File: config.mk
export PLATFORM = sky130hd
export DESIGN_NAME = uart_ctrl
export DESIGN_NICKNAME = d
export VERILOG_FILES = /design/src/rtl/uart_ctrl.sv
export SDC_FILE = /design/constraint.sdc
export NUM_CORES = 1
export LEC_CHECK = 0
export CORE_ASPECT_RATIO = 2
export CORE_MARGIN = 2
export CORE_UTILIZATION = 24
export DETAILED_ROUTE_END_ITERATION = 8
export HOLD_SLACK_MARGIN = 0.15
export PLACE_DENSITY_LB_ADDON = 0.25
export SYNTH_ARGS = -nofsm -noshare
export SYNTH_HDL_FRONTEND = slang
export SYNTH_SLANG_ARGS = --single-unit
File: constraint.sdc
create_clock -name sysclk -period 2.2 [get_ports sysclk]
set_input_delay 0.44 -clock sysclk [delete_from_list [all_inputs] [get_ports sysclk]]
set_output_delay 0.44 -clock sysclk [all_outputs]
set_load 0.01 [all_outputs]
File: src/rtl/uart_ctrl.sv
// uart_ctrl: memory-mapped 8N1 UART with TXD/RXD/CON bus registers and a level IRQ.
// Independent RX and TX state machines run at a fixed BAUD_DIV clocks per bit.
`default_nettype none

module uart_ctrl #(
    parameter int          BAUD_DIV = 5208,
    parameter logic [31:0] BASE     = 32'h40000018
) (
    input  logic        sysclk,
    input  logic        reset,
    input  logic        rd,
    input  logic        wr,
    input  logic [31:0] addr,
    input  logic [31:0] wdata,
    output logic [31:0] rdata,
    input  logic        UART_RX,
    output logic        UART_TX,
    output logic        irq
);

    localparam int          CW         = (BAUD_DIV > 2) ? $clog2(BAUD_DIV) : 1;
    localparam logic [CW-1:0] c_cnt_last = CW'(BAUD_DIV - 1);
    localparam logic [CW-1:0] c_cnt_half = CW'(BAUD_DIV / 2 - 1);
    localparam logic [31:0] c_addr_txd = BASE;
    localparam logic [31:0] c_addr_rxd = BASE + 32'd4;
    localparam logic [31:0] c_addr_con = BASE + 32'd8;

    typedef enum logic [1:0] {
        S_IDLE  = 2'd0,
        S_START = 2'd1,
        S_DATA  = 2'd2,
        S_STOP  = 2'd3
    } state_t;

    logic w_wr_txd, w_wr_con, w_rd_rxd, w_rd_con;
    assign w_wr_txd = wr && (addr == c_addr_txd);
    assign w_wr_con = wr && (addr == c_addr_con);
    assign w_rd_rxd = rd && (addr == c_addr_rxd);
    assign w_rd_con = rd && (addr == c_addr_con);

    logic w_unused;
    assign w_unused = ^wdata[31:8];

    // ---------------- RX path ----------------
    logic          r_rx_s1, r_rx_s2, r_rx_prev;
    state_t        r_rx_state, w_rx_state_nx;
    logic [CW-1:0] r_rx_cnt, w_rx_cnt_nx;
    logic [2:0]    r_rx_bit, w_rx_bit_nx;
    logic [7:0]    r_rx_shift, w_rx_shift_nx;
    logic          w_rx_fall, w_rx_good, w_rx_bad;

    assign w_rx_fall = r_rx_prev & ~r_rx_s2;

    always_ff @(posedge sysclk or negedge reset) begin
        if (!reset) begin
            // Synchronizer resets to the idle level so release never fakes a start edge
            r_rx_s1    <= 1'b1;
            r_rx_s2    <= 1'b1;
            r_rx_prev  <= 1'b1;
            r_rx_state <= S_IDLE;
            r_rx_cnt   <= '0;
            r_rx_bit   <= '0;
            r_rx_shift <= '0;
        end else begin
            r_rx_s1    <= UART_RX;
            r_rx_s2    <= r_rx_s1;
            r_rx_prev  <= r_rx_s2;
            r_rx_state <= w_rx_state_nx;
            r_rx_cnt   <= w_rx_cnt_nx;
            r_rx_bit   <= w_rx_bit_nx;
            r_rx_shift <= w_rx_shift_nx;
        end
    end

    always_comb begin
        w_rx_state_nx = r_rx_state;
        w_rx_cnt_nx   = r_rx_cnt + CW'(1);
        w_rx_bit_nx   = r_rx_bit;
        w_rx_shift_nx = r_rx_shift;
        w_rx_good     = 1'b0;
        w_rx_bad      = 1'b0;
        case (r_rx_state)
            S_IDLE: begin
                w_rx_cnt_nx = '0;
                if (w_rx_fall) begin
                    w_rx_state_nx = S_START;
                    w_rx_bit_nx   = '0;
                end
            end
            S_START: begin
                if (r_rx_cnt == c_cnt_half) begin
                    w_rx_cnt_nx   = '0;
                    w_rx_state_nx = r_rx_s2 ? S_IDLE : S_DATA;
                end
            end
            S_DATA: begin
                if (r_rx_cnt == c_cnt_last) begin
                    w_rx_cnt_nx   = '0;
                    w_rx_shift_nx = {r_rx_s2, r_rx_shift[7:1]};
                    w_rx_bit_nx   = r_rx_bit + 3'd1;
                    if (r_rx_bit == 3'd7)
                        w_rx_state_nx = S_STOP;
                end
            end
            S_STOP: begin
                if (r_rx_cnt == c_cnt_last) begin
                    w_rx_cnt_nx   = '0;
                    w_rx_state_nx = S_IDLE;
                    w_rx_good     = r_rx_s2;
                    w_rx_bad      = ~r_rx_s2;
                end
            end
            default: w_rx_state_nx = S_IDLE;
        endcase
    end

    // ---------------- TX path ----------------
    state_t        r_tx_state, w_tx_state_nx;
    logic [CW-1:0] r_tx_cnt, w_tx_cnt_nx;
    logic [2:0]    r_tx_bit, w_tx_bit_nx;
    logic [7:0]    r_tx_shift, w_tx_shift_nx;
    logic          r_tx_out, w_tx_out_nx;
    logic          w_tx_end, w_tx_busy;

    assign w_tx_busy = (r_tx_state != S_IDLE);
    assign UART_TX   = r_tx_out;

    always_ff @(posedge sysclk or negedge reset) begin
        if (!reset) begin
            r_tx_state <= S_IDLE;
            r_tx_cnt   <= '0;
            r_tx_bit   <= '0;
            r_tx_shift <= '0;
            r_tx_out   <= 1'b1;
        end else begin
            r_tx_state <= w_tx_state_nx;
            r_tx_cnt   <= w_tx_cnt_nx;
            r_tx_bit   <= w_tx_bit_nx;
            r_tx_shift <= w_tx_shift_nx;
            r_tx_out   <= w_tx_out_nx;
        end
    end

    // The line value for the next bit is registered at each bit boundary.
    always_comb begin
        w_tx_state_nx = r_tx_state;
        w_tx_cnt_nx   = r_tx_cnt + CW'(1);
        w_tx_bit_nx   = r_tx_bit;
        w_tx_shift_nx = r_tx_shift;
        w_tx_out_nx   = r_tx_out;
        w_tx_end      = 1'b0;
        case (r_tx_state)
            S_IDLE: begin
                w_tx_cnt_nx = '0;
                w_tx_out_nx = 1'b1;
                if (w_wr_txd) begin
                    w_tx_state_nx = S_START;
                    w_tx_shift_nx = wdata[7:0];
                    w_tx_bit_nx   = '0;
                    w_tx_out_nx   = 1'b0;
                end
            end
            S_START: begin
                if (r_tx_cnt == c_cnt_last) begin
                    w_tx_cnt_nx   = '0;
                    w_tx_state_nx = S_DATA;
                    w_tx_out_nx   = r_tx_shift[0];
                    w_tx_shift_nx = {1'b0, r_tx_shift[7:1]};
                end
            end
            S_DATA: begin
                if (r_tx_cnt == c_cnt_last) begin
                    w_tx_cnt_nx = '0;
                    w_tx_bit_nx = r_tx_bit + 3'd1;
                    if (r_tx_bit == 3'd7) begin
                        w_tx_state_nx = S_STOP;
                        w_tx_out_nx   = 1'b1;
                    end else begin
                        w_tx_out_nx   = r_tx_shift[0];
                        w_tx_shift_nx = {1'b0, r_tx_shift[7:1]};
                    end
                end
            end
            S_STOP: begin
                if (r_tx_cnt == c_cnt_last) begin
                    w_tx_cnt_nx   = '0;
                    w_tx_state_nx = S_IDLE;
                    w_tx_out_nx   = 1'b1;
                    w_tx_end      = 1'b1;
                end
            end
            default: w_tx_state_nx = S_IDLE;
        endcase
    end

    // ---------------- Registers and flags ----------------
    logic       r_tx_ie, r_rx_ie, r_tx_done, r_rx_valid, r_frame_err, r_overrun;
    logic [7:0] r_rxd;

    // Set terms are tested first so a same-cycle set beats a read clear.
    always_ff @(posedge sysclk or negedge reset) begin
        if (!reset) begin
            r_tx_ie     <= 1'b0;
            r_rx_ie     <= 1'b0;
            r_tx_done   <= 1'b0;
            r_rx_valid  <= 1'b0;
            r_frame_err <= 1'b0;
            r_overrun   <= 1'b0;
            r_rxd       <= '0;
        end else begin
            if (w_wr_con) begin
                r_tx_ie <= wdata[0];
                r_rx_ie <= wdata[1];
            end
            if (w_rx_good)
                r_rxd <= r_rx_shift;
            r_rx_valid  <= w_rx_good ? 1'b1 : (w_rd_rxd ? 1'b0 : r_rx_valid);
            r_overrun   <= (w_rx_good && r_rx_valid) ? 1'b1 : (w_rd_con ? 1'b0 : r_overrun);
            r_frame_err <= w_rx_bad ? 1'b1 : (w_rd_con ? 1'b0 : r_frame_err);
            r_tx_done   <= w_tx_end ? 1'b1 : (w_rd_con ? 1'b0 : r_tx_done);
        end
    end

    always_comb begin
        rdata = '0;
        if (w_rd_rxd)
            rdata = {24'd0, r_rxd};
        else if (w_rd_con)
            rdata = {25'd0, r_overrun, r_frame_err, w_tx_busy, r_rx_valid,
                     r_tx_done, r_rx_ie, r_tx_ie};
    end

    assign irq = (r_tx_done & r_tx_ie) | (r_rx_valid & r_rx_ie);

endmodule

`default_nettype wire

=== Yosys cells after proc, flatten, opt, wreduce, memory -nomap -nowiden ===
Cells that the tools add are included.

* Add/subtract/negate cells: 4
* Eq/ne operators: 25
* Multiplexer cells: 49
* Bitwise logic cells: 5
* Reduce and logical (&&, ||, !) cells: 24

{| class="wikitable"
|+ Operators with widths
! operator !! count
|-
| $eq A32 B31 Y1 const B || 3
|-
| $mux W8 || 5
|-
| $mux W13 || 3
|-
| $pmux W13 S3 || 1
|-
| $add A13 B1 Y13 const B || 2
|-
| $eq A13 B13 Y1 const B || 2
|-
| $pmux W13 S2 || 1
|-
| $pmux W8 S3 || 1
|-
| $mux W2 || 11
|-
| $ne A2 B2 Y1 const B || 11
|-
| $mux W1 || 17
|-
| $pmux W2 S4 || 2
|-
| $reduce_and A5 Y1 || 3
|-
| $reduce_bool A2 Y1 || 7
|-
| $eq A13 B12 Y1 const B || 1
|-
| $mux W3 || 4
|-
| $pmux W3 S2 || 2
|-
| $reduce_and A3 Y1 || 3
|-
| $eq A2 B2 Y1 const B || 4
|-
| $mux W7 || 1
|-
| $add A3 B1 Y3 const B || 2
|-
| $eq A3 B3 Y1 const B || 2
|-
| $logic_and A1 B1 Y1 || 5
|-
| $eq A2 B1 Y1 const B || 2
|-
| 9 further kinds || 12
|}

* Register bits: 70
* Input port bits: 69
* Logic and storage cells: 126

=== Logic depth before layout (Yosys ltp) ===
Gate-level depths: netlist (run 1).

* Depth after elaboration: 5
* Gate-level depth with buffers: 9
* Depth with buffers taken out: 7

=== Least setup slack after synthesis (run 1) ===
No wires, ideal clock.

* Path type: input port to output port
* Start point: input addr[7]
* End point: output rdata[0]
* Arrival time: 1.781 ns
* Path slack: -0.021 ns
* Cell stages on the path: 4
* Path buffers: 0
* Cells stage by stage: nor4_1 > nand4b_1 > nor4_2 > a22o_1

* Longest elaborated chain between the ends: 4
* Elaborated cells on any way between the ends: 6
* Those cells by class: eq/ne: 2; mux: 2; reduce/logical: 2

{| class="wikitable"
|+ RTL lines
! element !! line !! source
|-
| start, declared || 13 || <nowiki>input logic [31:0] addr,</nowiki>
|-
| $eq A32 B31 Y1 || 39 || <nowiki>assign w_rd_con = rd && (addr == c_addr_con);</nowiki>
|-
| $logic_and A1 B1 Y1 || 39 ||
|-
| $mux W7 || 228 || <nowiki>else if (w_rd_con)</nowiki>
|-
| $mux W8 * || 226 || <nowiki>if (w_rd_rxd)</nowiki>
|-
| end, declared || 15 || <nowiki>output logic [31:0] rdata,</nowiki>
|}

Every way passes the cells marked *; elsewhere a longest branch is shown, timed or not.

=== Worst setup path in the final report (run 1) ===
* Start point: input addr[6]
* End point: output rdata[7]

* Longest elaborated chain between the ends: 3

{| class="wikitable"
|+ RTL lines
! element !! line !! source
|-
| $eq A32 B31 Y1 || 38 || <nowiki>assign w_rd_rxd = rd && (addr == c_addr_rxd);</nowiki>
|-
| $logic_and A1 B1 Y1 || 38 ||
|-
| $mux W8 || 226 ||
|}

No other way between the ends.

==> results of run 1 <==
-- stage by stage --
step                      power [W]  std cells
after floorplan             0.00157        395
after global placement      0.00170        644
after detailed placement    0.00171        644
after CTS                   0.00323        672
after global routing        0.00334        676
final                       0.00318        676
-- cells by family after synthesis --
family	count (synthesis)	synth area share, %
and+or+nand+nor	129	19.1
xor gates and xnor gates	18	4.13
other	1	0.0982
buffers and inverters	51	7.70
DFF	70	46.0
AOI/OAI and AO/OA	65	11.7
adders and majority gates	11	3.60
muxes	27	7.70
-- repair_timing --
action,CTS,global route
hold buffers,1,0
resized for setup,122,18
endpoints found under the setup margin,17,16
endpoints found under the hold margin,21,0
cloned,1,1
pin swaps,20,13
setup buffers,10,4
-- where the power goes --
part           internal (W)  total (W)  switching [W]  leakage [nW]
logic              0.000134   0.000283       0.000149          1.40
clock network      0.000914    0.00149       0.000579         0.149
registers           0.00134    0.00140      0.0000646         0.908
total               0.00239    0.00318       0.000792          2.46
-- per-layer routing --
| metal | GRT usage, % | up-vias |
|---|---|---|
| li1 | - | 1487 |
| met1 | 11.6 | 1540 |
| met2 | 21.9 | 96 |
| met3 | 2.64 | 12 |
| met4 | 6.18 | 0 |
| met5 | 0 | - |
-- path summary, 6_finish.rpt --
path,to,slack [ps],startpoint,depth (start not counted)
max in group asynchronous,r_rx_s1,840,reset,3
min in group asynchronous,r_tx_cnt[0],640,reset,2
worst min register to register,r_rx_s2,360,r_rx_s1,0
worst max register to register,r_rx_shift[0],210,r_rx_cnt[0],6
worst max-delay path,rdata[7],-250,addr[6],10
worst min-delay path,r_rx_s2,360,r_rx_s1,0
-- sequential cells by signal (all words and copies together) (netlist names), named ones only --
signal and count:
r_rxd 8, r_rx_shift 8, r_rx_bit 3, r_rx_valid 1
r_rx_cnt 13, r_rx_ie 1, r_tx_done 1, r_frame_err 1
r_overrun 1, r_rx_state 1, r_rx_prev 1, r_tx_ie 1
UART_TX 1, r_tx_shift 8, r_tx_cnt 13, r_tx_state 2
r_tx_bit 3, r_rx_s2 1, r_rx_s1 1
-- placed cells by master (no fill, tap or decap), types with 4 or more instances in the layout --
| cell type | count |
|---|---|
| nand4_1 | 8 |
| mux2i_1 | 8 |
| nand2_1 | 16 |
| clkdlybuf4s15_1 | 6 |
| a22o_1 | 8 |
| a21oi_1 | 16 |
| and3_1 | 4 |
| buf_4 | 35 |
| dfrtp_1 | 66 |
| mux2_2 | 16 |
| a31oi_1 | 10 |
| nor2_1 | 38 |
| nand2_2 | 7 |
| nor4_4 | 8 |
| inv_1 | 16 |
| buf_6 | 12 |
| buf_2 | 13 |
| clkdlybuf4s50_1 | 16 |
| dfstp_2 | 4 |
| nand3_1 | 10 |
| xor2_1 | 11 |
| nor3_1 | 5 |
| ha_1 | 11 |
| dlygate4sd2_1 | 10 |
| clkbuf_16 | 9 |
| or3_1 | 5 |
| xnor2_1 | 7 |
| conb_1 | 24 |
| o21ai_0 | 10 |
-- area by class of cell --
type	count	area share, %
clock inverters	6	1.33
clock buffers	10	4.61
flip-flops and latches	70	33.9
multi-input cells	274	38.1
inverters	16	1.16
repair buffers	99	16.1
well taps	201	4.85
==> out/results.ini, run 1 <==
[critical_path]
path_buf_inv=6
worstPathMaxFanout=2
cp-end-kind=output port
slowest_delay_ps=300
cp_common_cell=buf_6
cp_top_family=simple AND/OR/NAND/NOR gates
critPathRequiredTime_ps=1760
start_kind=primary input
crit_path_top_delay_cell=nor4_4
crit_chain=buf_6, nor4_4, nand4b_1, buf_4, nor4_4, buf_6, buf_6, buf_6, and2_4, buf_6
worstPathArrival_ps=2010
critical_path_class=primary input to output port

[timing]
hold_viol_final=0
max_clock_freq_mhz=408
maxSlewHeadroom_pct=59.5
fin_crit_ps=2450
final_max_slew_viol_count=0
setup_tns_ps=-1820
finalWorstSetupSlack_ps=-253
worst_pin_slew_ps=608
post-route-period-util_pct=112
rsz0062_at_grt=true
setup_viol=8
whs_ps=356
finClkSkew_ps=7.46

[final_layout]
seq_area_um2=1760
fillCellCount=1628
fin_util_pct=33.0
antennaDiodeCount=0
final_nets=550
finalInstanceArea_um2=5180
area_growth_pct=35.7
multi_input_area_um2=1970
drive_gt1_share_pct=27.2

[run_status]
outcome=complete, but fails checks
violations=setup timing

[global_routing]
grt.overflow.total=0
grt_pass1_vias=3185
grt_max_degree=43
antenna_found_initial=0
grt_pass1_wl_um=15500
gr-usage-all-layers_pct=11.7

[die]
start_util_pct=24.3
coreArea_um2=15700
io_pins=103
die_height_um=182
die_w_um=93.2
rows=65
die-area_um2=17000

[power]
vdd_drop_max_uv=355
powerDensity_nw_per_um2=613
p_leak_nw=2.46

[hold_path]
hold_path_class=flop to flop

[clock_network]
clkSlewWorstSetupHoldPaths_ps=60
cts-root-buf=clkbuf_16
clock_sinks=70
cts_tree=done
clock_latency_ps=340
htree_levels=3
numCtsBuffers=9
cts_buffer_depth=2

[place]
gp_congestion=0.727
dp_hpwl_um=6950
dpl_cell_area_um2=4700
numPortBuffers=54
pre_cts_ws_ps=-1090

[route]
first_pass_iters=4
drt-met1-wl_um=3570
route.detailed.drc=0
route.met2.wl_um=5200
topRoutingLayerUsed=met4
via_per_inst=4.64
num_vias=3135
wl_um=9530
wl_per_cell_um=14.1
drtAntennaViolNets=0
wl_met3_um=505
first_iter_violations=102

[logic_synthesis]
synth_ff_type=dfrtp_1
yosysMostFrequentCell=dfrtp_1
ys_types=59
synth_common_cells=66 x dfrtp_1, 39 x nor2_1, 24 x buf_4
syn_avg_cell_area_um2=10.3
synth_top_area_cell=dfrtp_1
ys_seq_area_share_pct=46.0
async_reset_ff_share_pct=100
syn_inst=372
yosys_warnings=0
synthesis.area_um2=3820
synthTopCellsByArea=dfrtp_1 43%, buf_4 4.7%, mux2_2 4.7%, nor2_1 3.8%, ha_1 3.6%
ys_ff_latch=70
synth_edf_count=0
synth_top_area_share_pct=43.2

[run]
max_cap_viol_count=0

(Power assumes the default switching activity.)
==> run 2: changes to the inputs <==
--- a/config.mk
+++ b/config.mk
@@ -5,6 +5,7 @@
 export SDC_FILE = /design/constraint.sdc
 export NUM_CORES = 1
 export LEC_CHECK = 0
+export ABC_CLOCK_PERIOD_IN_PS = 2200
 export CORE_ASPECT_RATIO = 2
 export CORE_MARGIN = 2
 export CORE_UTILIZATION = 24
==> results of run 2 <==
Same layout as run 1: the final DEF is identical, and so are final timing and power.
==> run 3: changes to the inputs <==
--- a/config.mk
+++ b/config.mk
@@ -8,7 +8,7 @@
 export ABC_CLOCK_PERIOD_IN_PS = 2200
 export CORE_ASPECT_RATIO = 2
 export CORE_MARGIN = 2
-export CORE_UTILIZATION = 24
+export CORE_UTILIZATION = 44
 export DETAILED_ROUTE_END_ITERATION = 8
 export HOLD_SLACK_MARGIN = 0.15
 export PLACE_DENSITY_LB_ADDON = 0.25
==> run 3 against run 2 <==
Compared with the run above: via count is 3.3% lower; the run still ends with setup timing left; clock power grew 5%; die area shrank 44%; non-clock buffer count fell by 10; clock skew about the same; register-to-register slack improved by 20 ps; combinational power decreased by 3%.
==> out/results.ini, run 3 (same netlist as run 1, synthesis figures left out) <==
[run_status]
outcome=complete, but fails checks
violations=setup timing

[timing]
setup_viol=8
whs_ps=355
finalWorstSetupSlack_ps=-243
post-route-period-util_pct=111
final_max_slew_viol_count=0
hold_viol_final=0
rsz0062_at_grt=true
fin_crit_ps=2440
max_clock_freq_mhz=409
finClkSkew_ps=7.83

[route]
drt-met1-wl_um=3210
topRoutingLayerUsed=met4
first_pass_iters=4
via_per_inst=5.37
wl_per_cell_um=15.2
route.detailed.drc=0
route.met2.wl_um=4850
num_vias=3032
drtAntennaViolNets=0
wl_met3_um=346
wl_um=8570
first_iter_violations=132

[power]
total_power_w=0.00325
powerDensity_nw_per_um2=650
vdd_drop_max_uv=558
p_leak_nw=2.41

[die]
io_pins=103
die-area_um2=9490
die_w_um=69.9
start_util_pct=44.8
rows=48
die_height_um=136
coreArea_um2=8530

[clock_network]
cts_tree=done
cts-root-buf=clkbuf_16
cts_buffer_depth=2
htree_levels=3
clkSlewWorstSetupHoldPaths_ps=60
clock_sinks=70
clock_latency_ps=330
numCtsBuffers=9

[critical_path]
critical_path_class=primary input to output port
cp-end-kind=output port
worstPathArrival_ps=2000
critPathRequiredTime_ps=1760
worstPathMaxFanout=3
start_kind=primary input

[place]
pre_cts_ws_ps=-1070
dp_hpwl_um=6050
numPortBuffers=54
gp_congestion=0.821
dpl_cell_area_um2=4500

[hold_path]
hold_path_class=flop to flop

[final_layout]
final_cell_mix=66 x dfrtp_1, 38 x nor2_1, 29 x buf_4, 24 x conb_1, 19 x clkdlybuf4s50_1
final_common_cell=dfrtp_1
largestRegisters=r_rx_cnt (13), r_tx_cnt (13)
final_nets=540
finalInstanceArea_um2=5000
drive_gt1_share_pct=25.2
multi_input_area_um2=1990
seq_area_um2=1760
area_growth_pct=31.0
fillCellCount=718
antennaDiodeCount=0

[run]
max_cap_viol_count=0

[global_routing]
grt_pass1_vias=3066
grt_pass1_wl_um=14500
grt.overflow.total=0
grt_max_degree=71
gr-usage-all-layers_pct=19.3
antenna_found_initial=0

-- run 3: cell types whose count changed in the layout (fill, tap and decap cells not counted), moves of 3 or more --
cell,change
buf_6,-4
buf_4,-6
clkbuf_2,-3
clkdlybuf4s50_1,+3
buf_2,+3
-- run 3: area by class of cell --
| cell class | instances | share of cell area, % |
|---|---|---|
| Multi-Input combinational cell | 274 | 39.7 |
| Tap cell | 100 | 2.50 |
| Timing Repair Buffer | 89 | 14.9 |
| Clock inverter | 7 | 2.08 |
| Sequential cell | 70 | 35.1 |
| Clock buffer | 9 | 4.50 |
| Inverter | 16 | 1.20 |
-- run 3: path summary, 6_finish.rpt --
path / from / endpoint / slack, ps / depth (start not counted)
setup / recovery: addr[6] / rdata[4] / -240 / 10
hold / removal: r_rx_s1 / r_rx_s2 / 350 / 0
setup reg to reg: r_rx_cnt[0] / r_rxd[3] / 230 / 6
hold reg to reg: r_rx_s1 / r_rx_s2 / 350 / 0
max in group asynchronous: reset / UART_TX / 1190 / 3
min in group asynchronous: reset / r_rx_cnt[5] / 660 / 3
-- run 3: power by group --
group | total [W] | internal [W] | switching, W
clock | 0.00157 | 0.00101 | 0.000567
sequential | 0.00140 | 0.00134 | 0.0000659
combinational | 0.000275 | 0.000131 | 0.000144
total | 0.00325 | 0.00248 | 0.000776
-- run 3: per-layer routing --
| layer | vias to the layer above | track usage, % |
|---|---|---|
| met5 | - | 0 |
| met4 | 0 | 8.12 |
| met3 | 14 | 3.42 |
| met2 | 90 | 36.6 |
| met1 | 1457 | 20.6 |
| li1 | 1471 | - |
-- run 3: critical path, cell delays in order --
cell and delay (ps):
buf_6 100, nor4_4 270, nand4b_1 200, buf_4 200, nor4_4 280, buf_4 170, buf_6 100, nand2_2 40
o21ai_2 50, buf_2 150
-- run 3: per-stage QoR --
| step | setup TNS [ps] | std cells | utilization, % |
|---|---|---|---|
| finish | -1860 | 565 | 58.7 |
| global placement | -13750 | 534 | 52.8 |
| global route | -2910 | 565 | 58.7 |
| CTS | -2060 | 568 | 58.6 |
| floorplan | -9.35 | 395 | - |
| detailed placement | -14540 | 534 | 52.8 |
-- run 3: timing repair --
item,in CTS,in global routing
pin swaps,20,12
hold buffers,1,0
setup buffers,18,0
gates cloned,2,0
endpoints found under the setup margin,13,35
resized for setup,118,12
hold endpoints to repair,41,0
